File: src/rtl/alu_op_seq_if.sv
// ALU operand/result bus between the step sequencer (master) and the 4-bit ALU.
// The sequencer drives operands and opcode; the ALU returns result and flags.
interface alu_op_seq_if;
    logic [3:0] alu_a;
    logic [3:0] alu_b;
    logic [2:0] alu_ctrl;
    logic [3:0] alu_res;
    logic       alu_car;
    logic       alu_of;

    modport master (
        output alu_a,
        output alu_b,
        output alu_ctrl,
        input  alu_res,
        input  alu_car,
        input  alu_of
    );

    modport slave (
        input  alu_a,
        input  alu_b,
        input  alu_ctrl,
        output alu_res,
        output alu_car,
        output alu_of
    );
endinterface

File: src/rtl/alu_op_seq.sv
// Step-button driven operand/opcode sequencer for the 4-bit ALU.
// Debounces step/clear buttons, latches A, B and opcode, captures result.
module alu_op_seq #(
    parameter int DEBOUNCE_CYCLES = 16,
    parameter int CNT_W           = 8
) (
    input  logic             clk,
    input  logic             rst_n,
    input  logic [3:0]       sw,
    input  logic [2:0]       sw_op,
    input  logic             btn_step,
    input  logic             btn_clr,
    alu_op_seq_if.master     alu,
    output logic [3:0]       res_q,
    output logic             car_q,
    output logic             of_q,
    output logic             res_valid,
    output logic [2:0]       state_o,
    output logic [CNT_W-1:0] op_cnt
);
    localparam int DW = (DEBOUNCE_CYCLES > 2) ? $clog2(DEBOUNCE_CYCLES) : 1;
    localparam logic [DW-1:0] CMAX = DW'(DEBOUNCE_CYCLES - 1);
    localparam logic [DW-1:0] DONE = DW'(1);
    localparam logic [CNT_W-1:0] CONE = CNT_W'(1);

    typedef enum logic [2:0] {
        S_A    = 3'd0,
        S_B    = 3'd1,
        S_OP   = 3'd2,
        S_EXEC = 3'd3,
        S_SHOW = 3'd4
    } state_t;

    state_t     state_q;
    logic [3:0] a_q;
    logic [3:0] b_q;
    logic [2:0] ctrl_q;

    // Index 0 is the step button, index 1 the clear button.
    logic [1:0]    btn_raw;
    logic [1:0]    sync1_q;
    logic [1:0]    sync2_q;
    logic [1:0]    deb_q;
    logic [1:0]    debp_q;
    logic [DW-1:0] cnt_q [2];
    logic [1:0]    pulse;
    logic          step_p;
    logic          clr_p;

    assign btn_raw = {btn_clr, btn_step};
    assign pulse   = deb_q & ~debp_q;
    assign step_p  = pulse[0];
    assign clr_p   = pulse[1];

    always_ff @(posedge clk) begin
        if (!rst_n) begin
            sync1_q <= '0;
            sync2_q <= '0;
            deb_q   <= '0;
            debp_q  <= '0;
            for (int i = 0; i < 2; i++) begin
                cnt_q[i] <= '0;
            end
        end else begin
            sync1_q <= btn_raw;
            sync2_q <= sync1_q;
            debp_q  <= deb_q;
            // Count only while the synchronized level disagrees.
            for (int i = 0; i < 2; i++) begin
                if (sync2_q[i] == deb_q[i]) begin
                    cnt_q[i] <= '0;
                end else if (cnt_q[i] == CMAX) begin
                    deb_q[i] <= sync2_q[i];
                    cnt_q[i] <= '0;
                end else begin
                    cnt_q[i] <= cnt_q[i] + DONE;
                end
            end
        end
    end

    always_ff @(posedge clk) begin
        if (!rst_n) begin
            state_q   <= S_A;
            a_q       <= '0;
            b_q       <= '0;
            ctrl_q    <= '0;
            res_q     <= '0;
            car_q     <= 1'b0;
            of_q      <= 1'b0;
            res_valid <= 1'b0;
            op_cnt    <= '0;
        end else if (clr_p) begin
            state_q   <= S_A;
            a_q       <= '0;
            b_q       <= '0;
            ctrl_q    <= '0;
            res_q     <= '0;
            car_q     <= 1'b0;
            of_q      <= 1'b0;
            res_valid <= 1'b0;
        end else begin
            case (state_q)
                S_A: if (step_p) begin
                    a_q       <= sw;
                    res_valid <= 1'b0;
                    state_q   <= S_B;
                end
                S_B: if (step_p) begin
                    b_q     <= sw;
                    state_q <= S_OP;
                end
                S_OP: if (step_p) begin
                    ctrl_q  <= sw_op;
                    state_q <= S_EXEC;
                end
                S_EXEC: begin
                    res_q     <= alu.alu_res;
                    car_q     <= alu.alu_car;
                    of_q      <= alu.alu_of;
                    res_valid <= 1'b1;
                    op_cnt    <= op_cnt + CONE;
                    state_q   <= S_SHOW;
                end
                S_SHOW: if (step_p) begin
                    state_q <= S_A;
                end
                default: state_q <= S_A;
            endcase
        end
    end

    assign alu.alu_a    = a_q;
    assign alu.alu_b    = b_q;
    assign alu.alu_ctrl = ctrl_q;
    assign state_o      = state_q;
endmodule
File: src/flat_wrapper.sv
// flat-port wrapper written by rule: the top's interface ports become plain ports
module alu_op_seq_flat 
#(
    parameter int DEBOUNCE_CYCLES = 16,
    parameter int CNT_W           = 8
)
  (clk, rst_n, sw, sw_op, btn_step, btn_clr, res_q, car_q, of_q, res_valid, state_o, op_cnt, alu_alu_a, alu_alu_b, alu_alu_ctrl, alu_alu_res, alu_alu_car, alu_alu_of);
  alu_op_seq_if alu_i ();
  input  logic clk;
  input  logic rst_n;
  input  logic [3:0] sw;
  input  logic [2:0] sw_op;
  input  logic btn_step;
  input  logic btn_clr;
  output logic [3:0] res_q;
  output logic car_q;
  output logic of_q;
  output logic res_valid;
  output logic [2:0] state_o;
  output logic [CNT_W-1:0] op_cnt;
  output wire logic [$bits(alu_i.alu_a)-1:0] alu_alu_a;
  output wire logic [$bits(alu_i.alu_b)-1:0] alu_alu_b;
  output wire logic [$bits(alu_i.alu_ctrl)-1:0] alu_alu_ctrl;
  input wire logic [$bits(alu_i.alu_res)-1:0] alu_alu_res;
  input wire logic [$bits(alu_i.alu_car)-1:0] alu_alu_car;
  input wire logic [$bits(alu_i.alu_of)-1:0] alu_alu_of;
  assign alu_alu_a = alu_i.alu_a;
  assign alu_alu_b = alu_i.alu_b;
  assign alu_alu_ctrl = alu_i.alu_ctrl;
  assign alu_i.alu_res = alu_alu_res;
  assign alu_i.alu_car = alu_alu_car;
  assign alu_i.alu_of = alu_alu_of;
  alu_op_seq #(.DEBOUNCE_CYCLES(DEBOUNCE_CYCLES), .CNT_W(CNT_W)) u_core (.clk(clk), .rst_n(rst_n), .sw(sw), .sw_op(sw_op), .btn_step(btn_step), .btn_clr(btn_clr), .alu(alu_i), .res_q(res_q), .car_q(car_q), .of_q(of_q), .res_valid(res_valid), .state_o(state_o), .op_cnt(op_cnt));
endmodule
File: config.mk
export PLATFORM = sky130hd
export DESIGN_NAME = alu_op_seq_flat
export DESIGN_NICKNAME = d
export VERILOG_FILES = /design/src/rtl/alu_op_seq_if.sv /design/src/rtl/alu_op_seq.sv /design/src/flat_wrapper.sv
export SDC_FILE = /design/constraint.sdc
export NUM_CORES = 1
export LEC_CHECK = 0
export ABC_AREA = 1
export CAP_MARGIN = 30
export CELL_PAD_IN_SITES_DETAIL_PLACEMENT = 2
export CELL_PAD_IN_SITES_GLOBAL_PLACEMENT = 2
export CORE_ASPECT_RATIO = 0.7
export CORE_UTILIZATION = 29
export DETAILED_ROUTE_END_ITERATION = 6
export PLACE_DENSITY_LB_ADDON = 0.08
export SYNTH_ARGS = -nofsm -noshare
export SYNTH_HDL_FRONTEND = slang
export SYNTH_SLANG_ARGS = --single-unit
File: constraint.sdc
create_clock -name clk -period 2 [get_ports clk]
set_clock_uncertainty 0.15 [all_clocks]
set_input_delay 0.4 -clock clk [delete_from_list [all_inputs] [get_ports clk]]
set_output_delay 0.4 -clock clk [all_outputs]
set_load 0.1 [all_outputs]
==> results of run 1 <==
## worst min-delay path by stage
stage                                  from                 to  slack (ps)  cells past startpoint
final                     u_core.sync1_q[0]  u_core.sync2_q[0]         270                      2
after global routing      u_core.sync1_q[0]  u_core.sync2_q[0]         280                      2
after CTS                 u_core.sync1_q[0]  u_core.sync2_q[0]         280                      2
after detailed placement  u_core.sync1_q[0]  u_core.sync2_q[0]         260                      2
after global placement    u_core.sync1_q[1]  u_core.sync2_q[1]         250                      2
after floorplan           u_core.sync1_q[0]  u_core.sync2_q[0]         240                      2
## layout by cell type, fill, tap and decap left out, drive strengths merged
cell type      instances
a21oi                 24
clkinv                 1
a211oi                 1
clkdlybuf4s50         16
nand3                 14
clkbuf                 6
ha                     3
xor2                   2
o211ai                 1
inv                   28
bufinv                 1
dfxtp                 37
conb                   8
nand2                 48
nor2                  37
o21ai                 14
xnor2                  2
nor3                   1
edfxtp                 8
nand4                  1
buf                   32
## final cells by class
class | count | share of cell area
clock buffer | 6 | 0.0259
clock inverter | 2 | 0.0121
inverter | 28 | 0.0376
multi-input combinational | 156 | 0.266
sequential | 45 | 0.352
tap | 75 | 0.0335
timing repair buffer | 48 | 0.273
## worst min-delay path, cell delays in order (launching register included)
cell and delay [ps]:
dfxtp_1 300, nand2_1 50, inv_1 30
## kinds of logic after synthesis
family	count (synthesis)	share of synthesized area
buffers and inverters	31	0.0654
other	1	0.00206
AND/OR/NAND/NOR	101	0.240
flip-flops	45	0.540
adder cells (fa/ha/maj)	3	0.0207
XOR/XNOR	4	0.0193
AO/OA/AOI/OAI	40	0.113
## layer usage
metal	global-route usage	vias up	wire length, um
li1	-	826	-
met1	0.199	773	2260
met2	0.277	28	2370
met3	0.0409	6	173
met4	0.0616	0	65
met5	0	-	0
## stage by stage
stage | setup WS (ps) | std cells | power (mW)
after floorplan | 60.7 | 232 | 1.01
after global placement | 253 | 352 | 1.06
after detailed placement | 208 | 352 | 1.07
after CTS | 357 | 360 | 1.75
after global routing | 259 | 360 | 1.80
final | 355 | 360 | 1.72
## sequential cells by signal, indices dropped and copies added, names as in the netlist
name	count
u_core.alu.alu_a	4
u_core.alu.alu_b	4
u_core.alu.alu_ctrl	3
u_core.car_q	1
u_core.cnt_q	8
u_core.deb_q	2
u_core.debp_q	2
u_core.of_q	1
u_core.op_cnt	8
u_core.res_q	4
u_core.res_valid	1
u_core.state_o	3
u_core.sync1_q	2
u_core.sync2_q	2
## power groups by stage
stage / sequential [mW] / clock, mW / combinational (mW)
3_5_place_dp: 0.965 / 0 / 0.101
6_report: 0.943 / 0.680 / 0.101
5_1_grt: 0.945 / 0.742 / 0.113
2_1_floorplan: 0.970 / 0 / 0.0393
3_3_place_gp: 0.964 / 0 / 0.0990
4_1_cts: 0.943 / 0.705 / 0.102
==> impl_metrics.py, run 1 <==
metrics = {
    "final_layout": {
        "multi_input_area_um2": 743,
        "area_growth_pct": 54.0,
        "diodes": 0,
        "fillers": 645,
        "nets": 304,
        "drive_gt1_frac": 0.172,
        "ff_latch_area_um2": 986,
        "final_util": 0.477,
        "postLayoutCellArea_um2": 2800,
    },
    "job": {
        "drv_cap": 0,
    },
    "power_and_ir_drop": {
        "switching_share": 0.215,
        "ir_worst_vdd_uv": 311,
        "switchingPower_mw": 0.370,
        "sequentialPowerShare": 0.547,
        "comb_power_share": 0.058,
        "power.internal_mw": 1.35,
        "p_clk_frac": 0.394,
        "p_leak_nw": 1.07,
        "power_density_nw_per_um2": 616,
    },
    "synthesis": {
        "synth-seq-area-share": 0.540,
        "ys.flop_type": "dfxtp_1",
        "postSynthCellCount": 225,
        "ys_warn_count": 0,
        "synth_enable_flop_cells": 8,
        "syn_area_per_cell_um2": 8.07,
        "synth_top_area_share": 0.408,
        "synth_cell_types": 22,
        "synth_seq_cells": 45,
        "yosysTopAreaCell": "dfxtp_1",
        "synthTopCellsByCount": "nand2_1 (48), dfxtp_1 (37), nor2_1 (33), inv_1 (27), a21oi_1 (24)",
        "synth.most_common_cell": "nand2_1",
        "synth_area_leaders": "dfxtp_1 (41%), edfxtp_1 (13%), nand2_1 (9.9%)",
        "ys_async_sr_fraction": 0,
        "netlist_area_um2": 1820,
    },
    "grt": {
        "grt_pass1_wl_um": 8210,
        "grt_overflow": 0,
        "grt_usage": 0.161,
        "grt_pass1_vias": 1701,
        "grt_max_degree": 14,
        "antenna_found_initial": 0,
    },
    "setup_path": {
        "worst_setup_path_start_kind": "flip-flop",
        "crit_fanout": 6,
        "crit_path_end": "state_o[2]",
        "rrSetupSlack_ps": 400,
        "crit_required_ps": 1450,
        "cp_num_cells": 1,
        "critical-path-top-delay-family": "flip-flops",
        "worst-r2r-cell-count": 6,
        "crit_start": "u_core.state_o[2]",
        "criticalPathCategory": "flip-flop to output port",
        "critPathCaptureType": "output port",
        "path_buf_inv": 1,
        "path_cells": "buf_12",
        "cp_slowest_stage_delay_ps": 560,
        "rr_startpoint": "u_core.state_o[2]",
        "worstPathArrival_ps": 1090,
        "critPathSlowestCell": "dfxtp_1",
        "r2r-end": "u_core.op_cnt[7]",
    },
    "cts": {
        "clock_path_buffers": 2,
        "clock_latency_ps": 300,
        "cts_tree": "built",
        "clk_pin_slew_ps": 80,
        "numClockSinks": 45,
        "h-tree-depth": 2,
        "cts-root-buf": "clkbuf_8",
        "holdBufCountCts": 0,
        "cts_resized": 0,
        "numCtsBuffers": 5,
        "cts_setup_buffers": 0,
    },
    "floorplanning": {
        "start_util": 0.309,
        "die_x_um": 96.6,
        "die_y_um": 68.2,
        "die_area_um2": 6590,
        "num_rows": 23,
        "io_pins": 46,
        "core_um2": 5870,
    },
    "sta": {
        "period_share": 0.822,
        "setup_violations": 0,
        "relSlewSlack": 0.647,
        "min_period_ps": 1640,
        "whs_ps": 275,
        "hold_violations": 0,
        "rsz0062_at_grt": "no",
        "fmax_ghz": 0.608,
        "setup_tns_ps": 0,
        "slew_viol_final": 0,
        "tightest_slew_ps": 525,
    },
    "routing": {
        "viasPerCell": 4.54,
        "postRouteAntennaNets": 0,
        "via_count": 1633,
        "wl_per_cell_um": 13.5,
        "wl_um": 4880,
        "drc": 0,
        "drtIter0Drc": 26,
        "dr.pass1.iters": 4,
    },
    "placed_design": {
        "port-buffer-count": 45,
        "routabilityCongestion": 0.714,
        "place_hpwl_um": 3870,
        "place_area_um2": 2690,
    },
    "status": {
        "status": "finished, final reports clean",
    },
    "worst_hold_path": {
        "worstHoldPathType": "flip-flop to flip-flop",
    },
}
No activity file was read; power rests on OpenSTA's default activity.
==> run 2, diff against run 1 <==
- CORE_UTILIZATION: 29 -> 25
- clock period: 2 -> 1.4 ns (I/O delays scaled with it)
==> impl_metrics.py, run 2 (synthesis results as in run 1) <==
metrics = {
    "status": {
        "status": "finished, final reports clean",
    },
    "final_layout": {
        "fillers": 755,
        "drive_gt1_frac": 0.307,
        "final_util": 0.444,
        "area_growth_pct": 68.3,
        "diodes": 0,
        "final_common_cell": "nand2_1",
        "top_regs": "u_core.cnt_q (8), u_core.op_cnt (8)",
        "nets": 319,
        "final_cell_mix": "nand2_1 (43), buf_12 (31), nor2_1 (27)",
    },
    "setup_path": {
        "cp_slowest_stage_delay_ps": 380,
        "path_cells": "ha_2 > nand3_2 > o211ai_1 > nor2_1",
        "criticalPathCategory": "flip-flop to flip-flop",
        "worst_setup_path_start_kind": "flip-flop",
        "critPathCaptureType": "flip-flop",
        "critical-path-top-delay-family": "flip-flops",
        "path_buf_inv": 0,
        "worstPathArrival_ps": 1280,
        "crit_fanout": 4,
        "crit_required_ps": 1300,
        "critPathSlowestCell": "edfxtp_1",
    },
    "grt": {
        "antenna_found_initial": 0,
        "grt_pass1_wl_um": 8840,
        "met2_usage": 0.235,
        "busiest_layer": "met2",
        "grt_max_degree": 15,
        "grt_util_met3": 0.0319,
        "grt_pass1_vias": 1749,
        "grt_usage": 0.151,
        "met1_usage": 0.203,
        "grt_overflow": 0,
    },
    "routing": {
        "drtIter0Drc": 41,
        "wl_per_cell_um": 13.5,
        "viasPerCell": 4.25,
        "dr.pass1.iters": 4,
        "postRouteAntennaNets": 0,
        "wl_um": 5300,
        "drc": 0,
        "via_count": 1673,
    },
    "placed_design": {
        "preCtsSetupSlack_ps": -338,
        "port-buffer-count": 45,
        "place_hpwl_um": 3900,
        "routabilityCongestion": 0.696,
    },
    "job": {
        "drv_cap": 0,
    },
    "cts": {
        "clock_latency_ps": 310,
        "numCtsBuffers": 5,
        "clock_path_buffers": 2,
        "h-tree-depth": 2,
        "cts_tree": "built",
        "numClockSinks": 45,
        "clk_pin_slew_ps": 90,
        "cts-root-buf": "clkbuf_8",
    },
    "worst_hold_path": {
        "worstHoldPathType": "flip-flop to flip-flop",
    },
    "floorplanning": {
        "die_x_um": 104,
        "start_util": 0.264,
        "num_rows": 25,
        "core_um2": 6880,
        "io_pins": 46,
        "die_area_um2": 7620,
        "die_y_um": 73.3,
    },
    "sta": {
        "period_share": 0.981,
        "slew_viol_final": 0,
        "min_period_ps": 1370,
        "setup_tns_ps": 0,
        "rsz0062_at_grt": "yes",
        "hold_violations": 0,
        "setup_violations": 0,
        "worst_slack_ps": 25.9,
        "fmax_ghz": 0.728,
    },
    "power_and_ir_drop": {
        "p_leak_nw": 1.14,
        "ir_worst_vdd_uv": 336,
        "power_density_nw_per_um2": 760,
    },
}
run 2: path summary, 6_finish.rpt:
path | start | endpoint | slack (ps) | cells past startpoint
max | u_core.cnt_q[1][1] | u_core.cnt_q[1][1] | 30 | 4
min | u_core.sync1_q[1] | u_core.sync2_q[1] | 270 | 2
max reg2reg | u_core.cnt_q[1][1] | u_core.cnt_q[1][1] | 30 | 4
min reg2reg | u_core.sync1_q[1] | u_core.sync2_q[1] | 270 | 2
run 2: power by group:
group          internal (mW)  leakage [nW]  switching, mW  total, mW
sequential              1.32         0.390         0.0142       1.33
combinational         0.0853         0.710         0.0810      0.166
clock                  0.346        0.0439          0.480      0.825
run 2: cell type report:
class	count	area, um^2	share of cell area
sequential	45	1020	0.332
timing repair buffer	62	892	0.292
multi-input combinational	156	830	0.271
tap	94	118	0.0385
inverter	28	109	0.0356
clock buffer	5	68.8	0.0225
clock inverter	3	17.5	0.00573
timing repair inverter	1	7.51	0.00245
run 2: per-stage QoR:
step / instance area, um^2 / power, mW / hold slack (ps) / cells
detailed placement: 2850 / 1.52 / 253 / 380
finish: 3060 / 2.32 / 271 / 394
CTS: 2970 / 2.37 / 274 / 389
global route: 3060 / 2.45 / 306 / 394
global placement: 2850 / 1.52 / 244 / 380
floorplan: 1900 / 1.43 / 228 / 232
run 2: worst register-to-register path, delay by kind of cell (launching register included):
| kind | cells | cell delay [ps] |
|---|---|---|
| DFF | 1 | 380 |
| adders and majority gates | 1 | 200 |
| AOI/OAI and AO/OA | 1 | 210 |
| and+or+nand+nor | 2 | 190 |
run 2: metal layers:
metal  vias up  wire, um
met2        31      2320
met3         5       172
met4         0        74
li1        861         -
met1       776      2730
met5         -         0
run 2: repair_timing:
action | CTS | global route
hold buffers | 0 | 0
endpoints found under the setup margin | 22 | 25
cloned | 1 | 0
pin swaps | 3 | 8
buffers inserted | 0 | 5
gates resized for setup | 10 | 15
